[src/rtl/lsu_dmem_master.sv]
// rtl/lsu_dmem_master.sv - load/store unit driving the dmem word port, RMW for sub-word stores
// Optional: define LSU_MISALIGN_TRAP_EN to fault misaligned halfword/word accesses instead of aligning them.
module lsu_dmem_master #(
  parameter int          ADDR_W      = 22,
  parameter logic [31:0] RESET_RDATA = 32'h0
) (
  input  logic              clk,
  input  logic              reset_n,
  input  logic              req_valid,
  output logic              req_ready,
  input  logic              req_write,
  input  logic [1:0]        req_size,
  input  logic              req_signed,
  input  logic [31:0]       req_addr,
  input  logic [31:0]       req_wdata,
  output logic              resp_valid,
  output logic [31:0]       resp_rdata,
  output logic              resp_fault,
  output logic [ADDR_W-1:0] mem_address,
  output logic [31:0]       mem_dataIn,
  output logic              mem_writeEnable,
  input  logic [31:0]       mem_dataOut
);

  localparam logic [2:0] IDLE   = 3'd0;
  localparam logic [2:0] RD     = 3'd1;
  localparam logic [2:0] RMW_RD = 3'd2;
  localparam logic [2:0] WR     = 3'd3;
  localparam logic [2:0] RESP   = 3'd4;

  localparam logic [1:0] SIZE_BYTE = 2'b00;
  localparam logic [1:0] SIZE_HALF = 2'b01;
  localparam logic [1:0] SIZE_WORD = 2'b10;

  logic [2:0]  state;
  logic [1:0]  latSize;
  logic        latSigned;
  logic [1:0]  latLane;
  logic [15:0] latWdata;

  logic        reqFault;
  logic [1:0]  reqLane;
  logic [7:0]  laneByte;
  logic [15:0] laneHalf;
  logic [31:0] loadResult;
  logic [31:0] mergedWord;
  logic        unusedAddrBits;

  assign unusedAddrBits = ^req_addr[31:ADDR_W+2];
  assign req_ready = (state == IDLE) && reset_n;

  // Lane is forced to natural alignment; with the trap enabled misaligned requests never reach memory.
  always_comb begin
    reqLane = req_addr[1:0];
    if (req_size == SIZE_HALF) begin
      reqLane[0] = 1'b0;
    end else if (req_size == SIZE_WORD) begin
      reqLane = 2'b00;
    end
`ifdef LSU_MISALIGN_TRAP_EN
    reqFault = (req_size == 2'b11) ||
               ((req_size == SIZE_HALF) && req_addr[0]) ||
               ((req_size == SIZE_WORD) && (req_addr[1:0] != 2'b00));
`else
    reqFault = (req_size == 2'b11);
`endif
  end

  always_comb begin
    case (latLane)
      2'd0:    laneByte = mem_dataOut[7:0];
      2'd1:    laneByte = mem_dataOut[15:8];
      2'd2:    laneByte = mem_dataOut[23:16];
      default: laneByte = mem_dataOut[31:24];
    endcase
    laneHalf = latLane[1] ? mem_dataOut[31:16] : mem_dataOut[15:0];

    case (latSize)
      SIZE_BYTE: loadResult = {{24{latSigned & laneByte[7]}}, laneByte};
      SIZE_HALF: loadResult = {{16{latSigned & laneHalf[15]}}, laneHalf};
      default:   loadResult = mem_dataOut;
    endcase

    mergedWord = mem_dataOut;
    if (latSize == SIZE_BYTE) begin
      case (latLane)
        2'd0:    mergedWord[7:0]   = latWdata[7:0];
        2'd1:    mergedWord[15:8]  = latWdata[7:0];
        2'd2:    mergedWord[23:16] = latWdata[7:0];
        default: mergedWord[31:24] = latWdata[7:0];
      endcase
    end else if (latLane[1]) begin
      mergedWord[31:16] = latWdata;
    end else begin
      mergedWord[15:0] = latWdata;
    end
  end

  always_ff @(posedge clk) begin
    if (!reset_n) begin
      state           <= IDLE;
      resp_valid      <= 1'b0;
      resp_fault      <= 1'b0;
      resp_rdata      <= RESET_RDATA;
      mem_address     <= '0;
      mem_dataIn      <= '0;
      mem_writeEnable <= 1'b0;
      latSize         <= SIZE_BYTE;
      latSigned       <= 1'b0;
      latLane         <= 2'b00;
      latWdata        <= '0;
    end else begin
      resp_valid <= 1'b0;
      resp_fault <= 1'b0;
      case (state)
        IDLE: begin
          if (req_valid) begin
            latSize     <= req_size;
            latSigned   <= req_signed;
            latLane     <= reqLane;
            latWdata    <= req_wdata[15:0];
            mem_address <= req_addr[ADDR_W+1:2];
            if (reqFault) begin
              resp_valid <= 1'b1;
              resp_fault <= 1'b1;
              resp_rdata <= RESET_RDATA;
              state      <= RESP;
            end else if (req_write) begin
              if (req_size == SIZE_WORD) begin
                mem_dataIn      <= req_wdata;
                mem_writeEnable <= 1'b1;
                state           <= WR;
              end else begin
                state <= RMW_RD;
              end
            end else begin
              state <= RD;
            end
          end
        end
        RD: begin
          resp_rdata <= loadResult;
          resp_valid <= 1'b1;
          state      <= RESP;
        end
        RMW_RD: begin
          mem_dataIn      <= mergedWord;
          mem_writeEnable <= 1'b1;
          state           <= WR;
        end
        WR: begin
          mem_writeEnable <= 1'b0;
          resp_rdata      <= RESET_RDATA;
          resp_valid      <= 1'b1;
          state           <= RESP;
        end
        RESP: begin
          state <= IDLE;
        end
        default: begin
          mem_writeEnable <= 1'b0;
          state           <= IDLE;
        end
      endcase
    end
  end

endmodule
[config.mk]
export PLATFORM = sky130hd
export DESIGN_NAME = lsu_dmem_master
export DESIGN_NICKNAME = d
export VERILOG_FILES = /design/src/rtl/lsu_dmem_master.sv
export SDC_FILE = /design/constraint.sdc
export NUM_CORES = 1
export LEC_CHECK = 0
export CORE_MARGIN = 5
export CORE_UTILIZATION = 45
export CTS_CLUSTER_SIZE = 12
export DETAILED_ROUTE_END_ITERATION = 8
export PLACE_DENSITY_LB_ADDON = 0.15
export SLEW_MARGIN = 15
export SYNTH_ARGS = -nofsm -noshare
export SYNTH_HDL_FRONTEND = slang
export SYNTH_SLANG_ARGS = --single-unit
[constraint.sdc]
create_clock -name clk -period 2.05 [get_ports clk]
set_input_delay 0.615 -clock clk [delete_from_list [all_inputs] [get_ports clk]]
set_output_delay 0.615 -clock clk [all_outputs]
set_load 0.01 [all_outputs]
* Word-level counts from Yosys, hierarchy flattened
Cells that the tools add are included.
** Operators by class
- Eq/ne operators :: 15
- Muxes and demuxes :: 34
- Bitwise operators :: 3
- Reductions and logical operators :: 14
** Operator list (count)
- 2-to-1 mux 32 bit :: 7
- case mux 32 bit (2 select lines) :: 2
- case mux 32 bit (3 select lines) :: 1
- 2-to-1 mux 16 bit :: 3
- 2-to-1 mux 8 bit :: 4
- case mux 8 bit (3 select lines) :: 1
- AND reduction 5 bit :: 2
- 2-to-1 mux 1 bit :: 9
- 2-to-1 mux 3 bit :: 3
- case mux 3 bit (3 select lines) :: 1
- inequality test 2 bit, second input constant :: 4
- == test 2 x 1 -> 1 bit, second input constant :: 3
- == test 2 bit, second input constant :: 3
- == test 3 x 2 -> 1 bit, second input constant :: 2
- logical NOT 2 bit :: 2
- AND reduction 2 bit :: 2
- OR reduction 2 bit :: 2
- == test 3 x 1 -> 1 bit, second input constant :: 1
- == test 3 bit, second input constant :: 1
- logical NOT 3 bit :: 1
- case mux 1 bit (3 select lines) :: 1
- AND reduction 3 bit :: 1
- nonzero test 3 bit :: 1
- OR reduction 3 bit :: 1
- other kinds (7) :: 8
** Word-level totals
- Register bits :: 113
- Output and inout port bits :: 90
- Word-level logic and storage cells :: 77

* Longest topological paths before layout
Gate-level depths: netlist (run 1).
- Word-level depth :: 6
- Depth in mapped cells :: 7

* Worst setup path after synthesis (run 1)
OpenSTA, ideal clock, no wires.
- Path kind :: input to output
- Start :: input port reset_n
- End :: output port req_ready
- Arrival :: 1.314 ns
- Required time :: 1.435 ns
- Slack :: 0.121 ns
- Cell stages on the path :: 4
- Cells stage by stage :: clkbuf_1 -> clkbuf_1 -> nand2_1 -> nor2_1
** Between the ends
- Longest elaborated chain between the ends :: 1
** RTL lines
- from (decl) :: line 8 : input logic reset_n,
- logical AND 1 bit :: line 50 : assign req_ready = (state == IDLE) && reset_n;
- to (decl) :: line 10 : output logic req_ready,
No other way between the ends.

* Worst setup path in the final report (run 1)
- Start :: input port mem_dataOut[23]
- End :: register resp_rdata[11]
** Between the ends
- Longest elaborated chain between the ends :: 4
** RTL lines
- from (decl) :: line 22 : input logic [31:0] mem_dataOut
- case mux 8 bit (3 select lines) :: line 70 : case (latLane)
- AND 1 bit :: line 79 : SIZE_BYTE: loadResult = {{24{latSigned & laneByte[7]}}, laneByte};
- case mux 32 bit (2 select lines) :: line 78 : case (latSize)
- case mux 32 bit (3 select lines) :: line 115 : case (state)
- to (signal assigned) :: line 142 : resp_rdata <= loadResult;
- to (decl) :: line 17 : output logic [31:0] resp_rdata,
No other way between the ends.
A chain may end at the register's enable or synchronous reset.

==> load_flow_metrics.sql, run 1 <==
INSERT INTO impl_metrics (metric_group, metric, value, unit) VALUES
('setup_path', 'reg2reg_launch_point', 'latSize[1]', ''),
('synthesis', 'yosysWarnings', '0', ''),
('cells_and_area', 'total_nets_final', '914', ''),
('clocking', 'clock_latency', '0.40', 'ns'),
('global_route', 'gr-total-overflow', '0', ''),
('global_route', 'initial_antenna_violation_count', '0', ''),
('drt', 'first_pass_iters', '5', ''),
('sta', 'timing.hold.ws', '0.458', 'ns'),
('min_path', 'worstHoldPathType', 'flip-flop to flip-flop', ''),
('power', 'pwr_density_cell', '812', 'nW/um^2'),
('sta', 'fmaxAchievable', '508', 'MHz'),
('drt', 'wire_per_inst', '18.7', 'um'),
('clocking', 'cts.clk_slew.worst_paths', '0.05', 'ns'),
('sta', 'post-route-period-util', '0.960', ''),
('clocking', 'cts_tree', 'built', ''),
('clocking', 'clock-sinks', '113', ''),
('synthesis', 'synth_top_cell_by_area', 'sky130_fd_sc_hd__dfxtp_1', ''),
('setup_path', 'max_stage_delay', '0.53', 'ns'),
('setup_path', 'cp.depth', '6', ''),
('die', 'chipHeight', '118', 'um'),
('synthesis', 'synth_flop_cell', 'sky130_fd_sc_hd__dfxtp_1', ''),
('sta', 'tightestPinTransition', '0.579', 'ns'),
('setup_path', 'worst-endpoint-required', '2.35', 'ns'),
('setup_path', 'reg2reg_setup_slack', '0.26', 'ns'),
('sta', 'setup-violations-final', '0', ''),
('setup_path', 'cp-startpoint', 'mem_dataOut[23]', ''),
('sta', 'timing_max_transition_violations_final', '0', ''),
('sta', 'timing.final.hold_violations', '0', ''),
('global_route', 'groute.usage.overall', '0.256', ''),
('drt', 'routed_wirelength', '18.1', 'mm'),
('die', 'fp.dieW', '118', 'um'),
('die', 'core.rowCount', '39', ''),
('synthesis', 'synthesis.instances', '615', ''),
('placement', 'detailedPlacementHpwl', '13.2', 'mm'),
('clocking', 'clock_tree.buffer_depth', '2', ''),
('clocking', 'h-tree-depth', '4', ''),
('drt', 'drc', '0', ''),
('sta', 'slew-limit-headroom', '0.613', ''),
('setup_path', 'start_kind', 'input port', ''),
('global_route', 'grt_start_max_net_pins', '72', ''),
('power', 'vdd.ir_drop.worst', '512', 'uV'),
('setup_path', 'setup.worst_path.class', 'input port to flip-flop', ''),
('placement', 'post-place-ws', '-0.364', 'ns'),
('run_status', 'run_status', 'completed', ''),
('setup_path', 'timing.critical_path.buf_inv', '2', ''),
('die', 'initial_core_util', '0.459', ''),
('cells_and_area', 'layout_common_cells', 'sky130_fd_sc_hd__clkdlybuf4s50_1, sky130_fd_sc_hd__dfxtp_1, sky130_fd_sc_hd__nand2_1, sky130_fd_sc_hd__o21ai_0, sky130_fd_sc_hd__a21boi_0', ''),
('setup_path', 'critPathTopFamily', 'buffers and inverters', ''),
('drt', 'drt-initial-drc-count', '600', ''),
('synthesis', 'synth_area', '5240', 'um^2'),
('setup_path', 'crit_chain', 'clkdlybuf4s50_1, mux4_2, a31oi_4, buf_4, a221oi_1, a21o_1', ''),
('synthesis', 'seq_cells_post_synth', '113', ''),
('cells_and_area', 'flow.area_growth_from_synthesis', '53.1', '%'),
('power', 'p_leak', '3.00', 'nW'),
('clocking', 'cts_made_buffers', '17', ''),
('clocking', 'cts.root.buffer_cell', 'sky130_fd_sc_hd__clkbuf_16', ''),
('setup_path', 'arrival', '2.27', 'ns'),
('drt', 'detail_route.vias_per_cell', '5.72', ''),
('sta', 'final_clock_skew', '0.00622', 'ns'),
('die', 'fp.dieArea', '13900', 'um^2'),
('cells_and_area', 'num_antenna_cells', '0', ''),
('cells_and_area', 'layout.cells.most_common', 'sky130_fd_sc_hd__clkdlybuf4s50_1', ''),
('die', 'core_region_area', '11400', 'um^2'),
('cells_and_area', 'drive_above_1_share', '0.121', ''),
('drt', 'via_count', '5507', ''),
('setup_path', 'critical_path_peak_fanout', '7', ''),
('setup_path', 'crit-reg2reg-capture', 'mem_dataIn[1]', ''),
('global_route', 'global_route_wire_length_before_repair', '29.5', 'mm'),
('sta', 'final_period_minus_worst_setup_slack', '1.97', 'ns'),
('power', 'total_power', '6.51', 'mW'),
('job', 'number_of_violations_of_the_max_capacitance_limit', '0', '');
cell type report:
cell class                 instances  area (um^2)
sequential                       113         2260
tap                              143          179
clock buffer                      22          484
fill                             963         3390
inverter                          11         41.3
timing repair buffer             233         2270
clock inverter                     6         82.6
multi-input combinational        435         2710
cell usage after synthesis (9+ instances only):
cell type	number
sky130_fd_sc_hd__a21oi_1	33
sky130_fd_sc_hd__mux2_2	15
sky130_fd_sc_hd__a221oi_1	9
sky130_fd_sc_hd__clkbuf_1	39
sky130_fd_sc_hd__o2bb2ai_1	17
sky130_fd_sc_hd__a211oi_1	16
sky130_fd_sc_hd__buf_2	12
sky130_fd_sc_hd__nor2_1	10
sky130_fd_sc_hd__nand2b_1	13
sky130_fd_sc_hd__a21boi_0	52
sky130_fd_sc_hd__nand2_1	106
sky130_fd_sc_hd__and3_1	9
sky130_fd_sc_hd__o21ai_0	57
sky130_fd_sc_hd__o221ai_1	16
sky130_fd_sc_hd__dfxtp_1	113
sky130_fd_sc_hd__inv_1	11
sky130_fd_sc_hd__nand3_1	18
sky130_fd_sc_hd__o211ai_1	16
where the power goes:
part	leakage, nW	switching (mW)	internal (mW)	total, mW
Clock	0.280	0.944	1.88	2.82
Sequential	0.922	0.0897	2.34	2.43
Combinational	1.80	0.623	0.634	1.26
what timing repair did:
action	CTS	global route
gates resized for setup	1	0
setup endpoints to repair	1	3
buffers inserted	0	2
pin swaps	0	1
flip-flops by register name (all words and copies together) (netlist names):
register and cells:
mem_writeEnable 1, resp_rdata 32, resp_fault 1, latWdata 16, latLane 2, latSigned 1
mem_dataIn 32, latSize 2, resp_valid 1, state 3, mem_address 22
routing by layer:
metal / up-vias / track usage / wire (um)
li1: 2613 / - / -
met1: 2602 / 0.327 / 7660
met2: 252 / 0.410 / 8420
met3: 40 / 0.0778 / 1510
met4: 0 / 0.0896 / 460
met5: - / 0 / 0
how the worst min path moves through the flow:
stage	from	endpoint	slack, ns	cells past startpoint
2_1_floorplan	latWdata[10]	latWdata[10]	0.44	2
3_3_place_gp	resp_rdata[13]	resp_rdata[13]	0.45	1
3_5_place_dp	resp_rdata[13]	resp_rdata[13]	0.44	1
4_1_cts	resp_rdata[13]	resp_rdata[13]	0.46	1
5_1_grt	resp_rdata[8]	resp_rdata[8]	0.48	1
6_report	resp_rdata[13]	resp_rdata[13]	0.46	1
stage by stage:
step	TNS [ns]	cells	area, um^2
after detailed placement	-11.97	933	7450
after global placement	-9.22	933	7450
final	0	963	8030
after floorplan	0	615	5240
after CTS	0	961	8010
after global routing	0	963	8030
logic make-up (layout without fill, tap and decap cells):
logic type / Yosys count / in the layout / synth area share
compound gates: 238 / 238 / 0.311
simple gates: 174 / 174 / 0.153
mux: 23 / 23 / 0.0499
flops: 113 / 113 / 0.431
buf+inv: 67 / 272 / 0.0544
(Power assumes the default switching activity.)
==> run 2, diff against run 1 <==
--- a/config.mk
+++ b/config.mk
@@ -5,6 +5,7 @@
 export SDC_FILE = /design/constraint.sdc
 export NUM_CORES = 1
 export LEC_CHECK = 0
+export CORE_ASPECT_RATIO = 0.8
 export CORE_MARGIN = 5
 export CORE_UTILIZATION = 45
 export CTS_CLUSTER_SIZE = 12
==> load_flow_metrics.sql, run 2 (synthesized netlist as in run 1, its figures left out) <==
INSERT INTO impl_metrics (metric_group, metric, value, unit) VALUES
('setup_path', 'arrival', '2.30', 'ns'),
('setup_path', 'reg2reg_setup_slack', '0.23', 'ns'),
('power', 'power_frac_comb', '0.184', ''),
('drt', 'detail_route.vias_per_cell', '5.66', ''),
('drt', 'wire_per_inst', '18.7', 'um'),
('clocking', 'h-tree-depth', '4', ''),
('drt', 'antenna_left', '0', ''),
('power', 'p_sw_frac', '0.259', ''),
('global_route', 'initial_antenna_violation_count', '0', ''),
('run_status', 'run_status', 'completed', ''),
('clocking', 'cts_tree', 'built', ''),
('sta', 'timing.final.hold_violations', '0', ''),
('clocking', 'cts.root.buffer_cell', 'sky130_fd_sc_hd__clkbuf_16', ''),
('job', 'number_of_violations_of_the_max_capacitance_limit', '0', ''),
('die', 'fp.dieArea', '13900', 'um^2'),
('power', 'pwr_density_cell', '835', 'nW/um^2'),
('setup_path', 'setup.worst_path.class', 'input port to flip-flop', ''),
('power', 'p_leak', '2.99', 'nW'),
('global_route', 'groute.usage.overall', '0.259', ''),
('power', 'intPower', '4.96', 'mW'),
('cells_and_area', 'flow.area_growth_from_synthesis', '53.0', '%'),
('power', 'switchingPower', '1.74', 'mW'),
('die', 'top_level_pins', '193', ''),
('cells_and_area', 'count_of_fill_cells_added_during_filler_insertion', '937', ''),
('sta', 'post-route-period-util', '0.978', ''),
('placement', 'port_buffers', '184', ''),
('global_route', 'gr-total-overflow', '0', ''),
('sta', 'final_period_minus_worst_setup_slack', '2.01', 'ns'),
('cells_and_area', 'total_nets_final', '910', ''),
('clocking', 'cts_setup_buffers', '0', ''),
('clocking', 'cts_hold_buf', '0', ''),
('clocking', 'cts_made_buffers', '17', ''),
('sta', 'fmaxAchievable', '499', 'MHz'),
('cells_and_area', 'layout.cells.most_common', 'sky130_fd_sc_hd__clkdlybuf4s50_1', ''),
('setup_path', 'start_kind', 'input port', ''),
('drt', 'first_pass_iters', '5', ''),
('placement', 'detailedPlacementHpwl', '13.5', 'mm'),
('placement', 'routabilityCongestion', '0.878', ''),
('sta', 'timing.hold.ws', '0.455', 'ns'),
('cells_and_area', 'drive_above_1_share', '0.118', ''),
('global_route', 'first_global_vias', '5494', ''),
('die', 'fp.dieW', '131', 'um'),
('drt', 'via_count', '5483', ''),
('sta', 'final_clock_skew', '0.00733', 'ns'),
('global_route', 'global_route_wire_length_before_repair', '28.4', 'mm'),
('sta', 'grt_setup_unrepaired', 'false', ''),
('die', 'initial_core_util', '0.457', ''),
('die', 'chipHeight', '107', 'um'),
('die', 'core_region_area', '11500', 'um^2'),
('sta', 'tightestPinTransition', '0.707', 'ns'),
('sta', 'setup-violations-final', '0', ''),
('setup_path', 'worst-endpoint-required', '2.35', 'ns'),
('clocking', 'clock_tree.buffer_depth', '2', ''),
('cells_and_area', 'num_antenna_cells', '0', ''),
('cells_and_area', 'layout_common_cells', 'sky130_fd_sc_hd__clkdlybuf4s50_1, sky130_fd_sc_hd__dfxtp_1, sky130_fd_sc_hd__nand2_1, sky130_fd_sc_hd__o21ai_0, sky130_fd_sc_hd__a21boi_0', ''),
('power', 'total_power', '6.70', 'mW'),
('drt', 'drt-initial-drc-count', '604', ''),
('global_route', 'grt_start_max_net_pins', '36', ''),
('power', 'power_frac_seq', '0.363', ''),
('setup_path', 'critPathCaptureType', 'flip-flop', ''),
('min_path', 'worstHoldPathType', 'flip-flop to flip-flop', ''),
('power', 'vdd.ir_drop.worst', '612', 'uV'),
('drt', 'drc', '0', ''),
('cells_and_area', 'reg.largest.list', 'mem_dataIn: 32 flops, resp_rdata: 32 flops, mem_address: 22 flops', ''),
('clocking', 'clock_latency', '0.41', 'ns'),
('clocking', 'cts.clk_slew.worst_paths', '0.05', 'ns'),
('clocking', 'clock-sinks', '113', ''),
('setup_path', 'critical_path_peak_fanout', '8', ''),
('power', 'power.clock.fraction', '0.453', ''),
('drt', 'routed_wirelength', '18.1', 'mm'),
('sta', 'timing_max_transition_violations_final', '0', ''),
('die', 'core.rowCount', '35', ''),
('sta', 'slew-limit-headroom', '0.527', '');
run 2: cell types whose count changed in the layout (fill, tap and decap cells not counted):
cell,change
sky130_fd_sc_hd__buf_12,-2
sky130_fd_sc_hd__buf_4,-2
sky130_fd_sc_hd__bufinv_16,+1
sky130_fd_sc_hd__clkbuf_1,+2
sky130_fd_sc_hd__clkbuf_8,-1
sky130_fd_sc_hd__clkdlybuf4s15_1,+1
sky130_fd_sc_hd__clkinv_4,+2
sky130_fd_sc_hd__dlygate4sd2_1,-1
sky130_fd_sc_hd__nor2b_2,-1
sky130_fd_sc_hd__nor2b_4,+1
run 2: timing repair:
action / 4_1_cts / 5_1_grt
gates resized for setup: 2 / 1
pin swaps: 0 / 0
setup endpoints to repair: 32 / 1
run 2: metrics by stage:
stage	area [um^2]	setup TNS [ns]	setup WS (ns)	utilization	std cells
finish	8030	0	0.0447	0.699	968
global route	8030	0	0.000380	0.699	968
CTS	8020	0	0.0544	0.699	968
detailed placement	7410	-22.86	-0.535	0.646	936
global placement	7410	-18.53	-0.497	0.646	936
floorplan	5240	0	0.121	-	615
run 2: critical path, cell delays in order:
cell                              delay, ns
sky130_fd_sc_hd__clkdlybuf4s50_1       0.47
sky130_fd_sc_hd__mux4_2                0.53
sky130_fd_sc_hd__a31oi_4               0.34
sky130_fd_sc_hd__o21ai_2               0.08
sky130_fd_sc_hd__a32o_1                0.26
run 2: worst paths after layout:
kind	start	end	cells past startpoint
max	mem_dataOut[23]	resp_rdata[14]	5
min	resp_rdata[8]	resp_rdata[8]	1
max reg2reg	state[1]	resp_rdata[26]	6
min reg2reg	resp_rdata[8]	resp_rdata[8]	1
run 2: per-layer routing:
layer  wire (um)  GRT usage
met4         310     0.0786
met1        7890      0.353
met2        8160      0.402
met5           0          0
met3        1770     0.0673
run 2: layout make-up:
type,count,area (um^2),share of cell area
clock inverters,9,130,0.0162
well taps,148,185,0.0231
multi-input cells,435,2720,0.338
repair buffers,229,2210,0.276
clock buffers,23,478,0.0596
flip-flops and latches,113,2260,0.282
inverters,11,41.3,0.00514
run 2: power by group through the flow:
stage               registers [mW]  logic, mW  clock network (mW)
floorplan                     2.50      0.515                   0
global placement              2.47       1.19                   0
detailed placement            2.48       1.21                   0
CTS                           2.43       1.22                3.06
global route                  2.45       1.32                3.18
finish                        2.43       1.23                3.04
==> run 3, diff against run 2 <==
--- a/config.mk
+++ b/config.mk
@@ -10,6 +10,7 @@
 export CORE_UTILIZATION = 45
 export CTS_CLUSTER_SIZE = 12
 export DETAILED_ROUTE_END_ITERATION = 8
+export GPL_ROUTABILITY_DRIVEN = 0
 export PLACE_DENSITY_LB_ADDON = 0.15
 export SLEW_MARGIN = 15
 export SYNTH_ARGS = -nofsm -noshare
==> load_flow_metrics.sql, run 3 (synthesized netlist as in run 1, its figures left out) <==
INSERT INTO impl_metrics (metric_group, metric, value, unit) VALUES
('drt', 'antenna_left', '0', ''),
('setup_path', 'crit_chain', 'clkdlybuf4s50_1, mux4_2, a31oi_4, buf_4, o21ai_2, a32o_1', ''),
('setup_path', 'reg2reg_launch_point', 'latLane[1]', ''),
('sta', 'setup-tns-final', '0', 'ns'),
('drt', 'detail_route.vias_per_cell', '5.67', ''),
('global_route', 'initial_antenna_violation_count', '0', ''),
('setup_path', 'crit-reg2reg-capture', 'mem_dataIn[30]', ''),
('sta', 'post-route-worst-setup-slack', '0.0775', 'ns'),
('clocking', 'clock-sinks', '113', ''),
('drt', 'routed_wirelength', '18.3', 'mm'),
('setup_path', 'reg2reg_setup_slack', '0.17', 'ns'),
('sta', 'timing_max_transition_violations_final', '0', ''),
('setup_path', 'max_stage_delay', '0.54', 'ns'),
('setup_path', 'critical_path_peak_fanout', '3', ''),
('setup_path', 'arrival', '2.27', 'ns'),
('power', 'p_leak', '3.01', 'nW'),
('sta', 'timing.final.hold_violations', '0', ''),
('cells_and_area', 'count_of_fill_cells_added_during_filler_insertion', '888', ''),
('global_route', 'global_route_wire_length_before_repair', '28.7', 'mm'),
('clocking', 'cts.clk_slew.worst_paths', '0.05', 'ns'),
('min_path', 'worstHoldPathType', 'flip-flop to flip-flop', ''),
('setup_path', 'cp.depth', '6', ''),
('global_route', 'first_global_vias', '5484', ''),
('die', 'fp.dieArea', '13900', 'um^2'),
('cells_and_area', 'flow.area_growth_from_synthesis', '53.9', '%'),
('clocking', 'cts_made_buffers', '17', ''),
('min_path', 'min_delay_path_depth', '1', ''),
('clocking', 'cts_tree', 'built', ''),
('die', 'core_region_area', '11500', 'um^2'),
('setup_path', 'worstRegToRegCells', '5', ''),
('global_route', 'groute.usage.overall', '0.262', ''),
('clocking', 'clock_tree.buffer_depth', '2', ''),
('clocking', 'h-tree-depth', '4', ''),
('drt', 'via_count', '5490', ''),
('power', 'total_power', '6.88', 'mW'),
('cells_and_area', 'multi_input_area', '2720', 'um^2'),
('sta', 'fmaxAchievable', '507', 'MHz'),
('clocking', 'clock_latency', '0.41', 'ns'),
('sta', 'post-route-period-util', '0.962', ''),
('setup_path', 'crit_end', 'resp_rdata[14]', ''),
('setup_path', 'start_kind', 'input port', ''),
('setup_path', 'critPathTopFamily', 'buffers and inverters', ''),
('placement', 'post-place-ws', '-0.590', 'ns'),
('sta', 'tightestPinTransition', '0.770', 'ns'),
('setup_path', 'timing.critical_path.buf_inv', '2', ''),
('sta', 'setup-violations-final', '0', ''),
('cells_and_area', 'drive_above_1_share', '0.123', ''),
('sta', 'final_clock_skew', '0.0101', 'ns'),
('min_path', 'worst_hold_startpoint', 'resp_rdata[13]', ''),
('placement', 'placed_cells_incl_taps', '937', ''),
('drt', 'wire_per_inst', '18.8', 'um'),
('drt', 'first_pass_iters', '6', ''),
('sta', 'final_period_minus_worst_setup_slack', '1.97', 'ns'),
('cells_and_area', 'final_cells', '969', ''),
('clocking', 'cts.root.buffer_cell', 'sky130_fd_sc_hd__clkbuf_16', ''),
('cells_and_area', 'total_nets_final', '913', ''),
('die', 'initial_core_util', '0.457', ''),
('run_status', 'run_status', 'completed', ''),
('cells_and_area', 'num_antenna_cells', '0', ''),
('drt', 'drt-initial-drc-count', '570', ''),
('cells_and_area', 'reg.largest.list', 'mem_dataIn: 32 flops, resp_rdata: 32 flops, mem_address: 22 flops', ''),
('sta', 'grt_setup_unrepaired', 'false', ''),
('clocking', 'cts_hold_buf', '0', ''),
('power', 'vdd.ir_drop.worst', '676', 'uV'),
('global_route', 'gr-total-overflow', '0', ''),
('cells_and_area', 'layout_common_cells', 'sky130_fd_sc_hd__clkdlybuf4s50_1, sky130_fd_sc_hd__dfxtp_1, sky130_fd_sc_hd__nand2_1, sky130_fd_sc_hd__o21ai_0, sky130_fd_sc_hd__a21boi_0', ''),
('die', 'core.rowCount', '35', ''),
('job', 'number_of_violations_of_the_max_capacitance_limit', '0', ''),
('cells_and_area', 'layout.cells.most_common', 'sky130_fd_sc_hd__clkdlybuf4s50_1', ''),
('placement', 'detailedPlacementHpwl', '13.5', 'mm'),
('setup_path', 'critPathCaptureType', 'flip-flop', ''),
('drt', 'drc', '0', ''),
('global_route', 'grt_start_max_net_pins', '53', ''),
('setup_path', 'cp-startpoint', 'mem_dataOut[23]', ''),
('setup_path', 'worst-endpoint-required', '2.35', 'ns'),
('die', 'chipHeight', '107', 'um'),
('power', 'pwr_density_cell', '853', 'nW/um^2'),
('sta', 'slew-limit-headroom', '0.486', ''),
('placement', 'port_buffers', '184', ''),
('setup_path', 'cp_slowest_cell', 'sky130_fd_sc_hd__mux4_2', ''),
('die', 'top_level_pins', '193', ''),
('die', 'fp.dieW', '131', 'um'),
('setup_path', 'setup.worst_path.class', 'input port to flip-flop', ''),
('cells_and_area', 'register_area', '2260', 'um^2');
[run 3: cell count changes in the layout (fill, tap and decap cells not counted)]
cell,delta
sky130_fd_sc_hd__bufinv_16,+1
sky130_fd_sc_hd__clkbuf_1,-3
sky130_fd_sc_hd__clkinv_4,-1
sky130_fd_sc_hd__clkbuf_8,+2
sky130_fd_sc_hd__buf_4,+4
sky130_fd_sc_hd__clkinv_2,-3
sky130_fd_sc_hd__clkinvlp_4,+2
sky130_fd_sc_hd__buf_12,-1
sky130_fd_sc_hd__dlygate4sd2_1,+1
sky130_fd_sc_hd__clkdlybuf4s15_1,-1
[run 3: final cells by class]
| cell class | instances | share of cell area |
|---|---|---|
| clock buffer | 22 | 0.0612 |
| clock inverter | 8 | 0.0188 |
| timing repair buffer | 232 | 0.275 |
| sequential | 113 | 0.280 |
| inverter | 11 | 0.00512 |
| tap | 148 | 0.0229 |
| multi-input combinational | 435 | 0.337 |
[run 3: worst min path at each step]
stage                     end
4_1_cts        resp_rdata[13]
3_3_place_gp   resp_rdata[22]
2_1_floorplan    latWdata[10]
6_report       resp_rdata[13]
3_5_place_dp   resp_rdata[13]
5_1_grt        resp_rdata[23]
[run 3: power by group]
part | switching, mW | internal [mW]
Combinational | 0.620 | 0.624
Sequential | 0.0937 | 2.34
Clock | 1.02 | 2.18
Total | 1.74 | 5.15
[run 3: layer usage]
metal,track usage,share of wire,vias up
met1,0.345,0.43,2558
met3,0.0844,0.096,38
met2,0.402,0.45,277
met4,0.0932,0.023,0
li1,-,-,2617
met5,0,0,-
[run 3: stage by stage]
step,area (um^2),hold slack [ns],utilization
6_report,8070,0.458,0.703
5_1_grt,8070,0.471,0.703
4_1_cts,8060,0.457,0.702
3_5_place_dp,7410,0.444,0.646
3_3_place_gp,7410,0.447,0.646
2_1_floorplan,5240,0.441,-
[run 3: what timing repair did]
item / 4_1_cts / 5_1_grt
setup endpoints to repair: 32 / 1
gates resized for setup: 2 / 0
pin swaps: 0 / 1
buffers inserted: 0 / 2
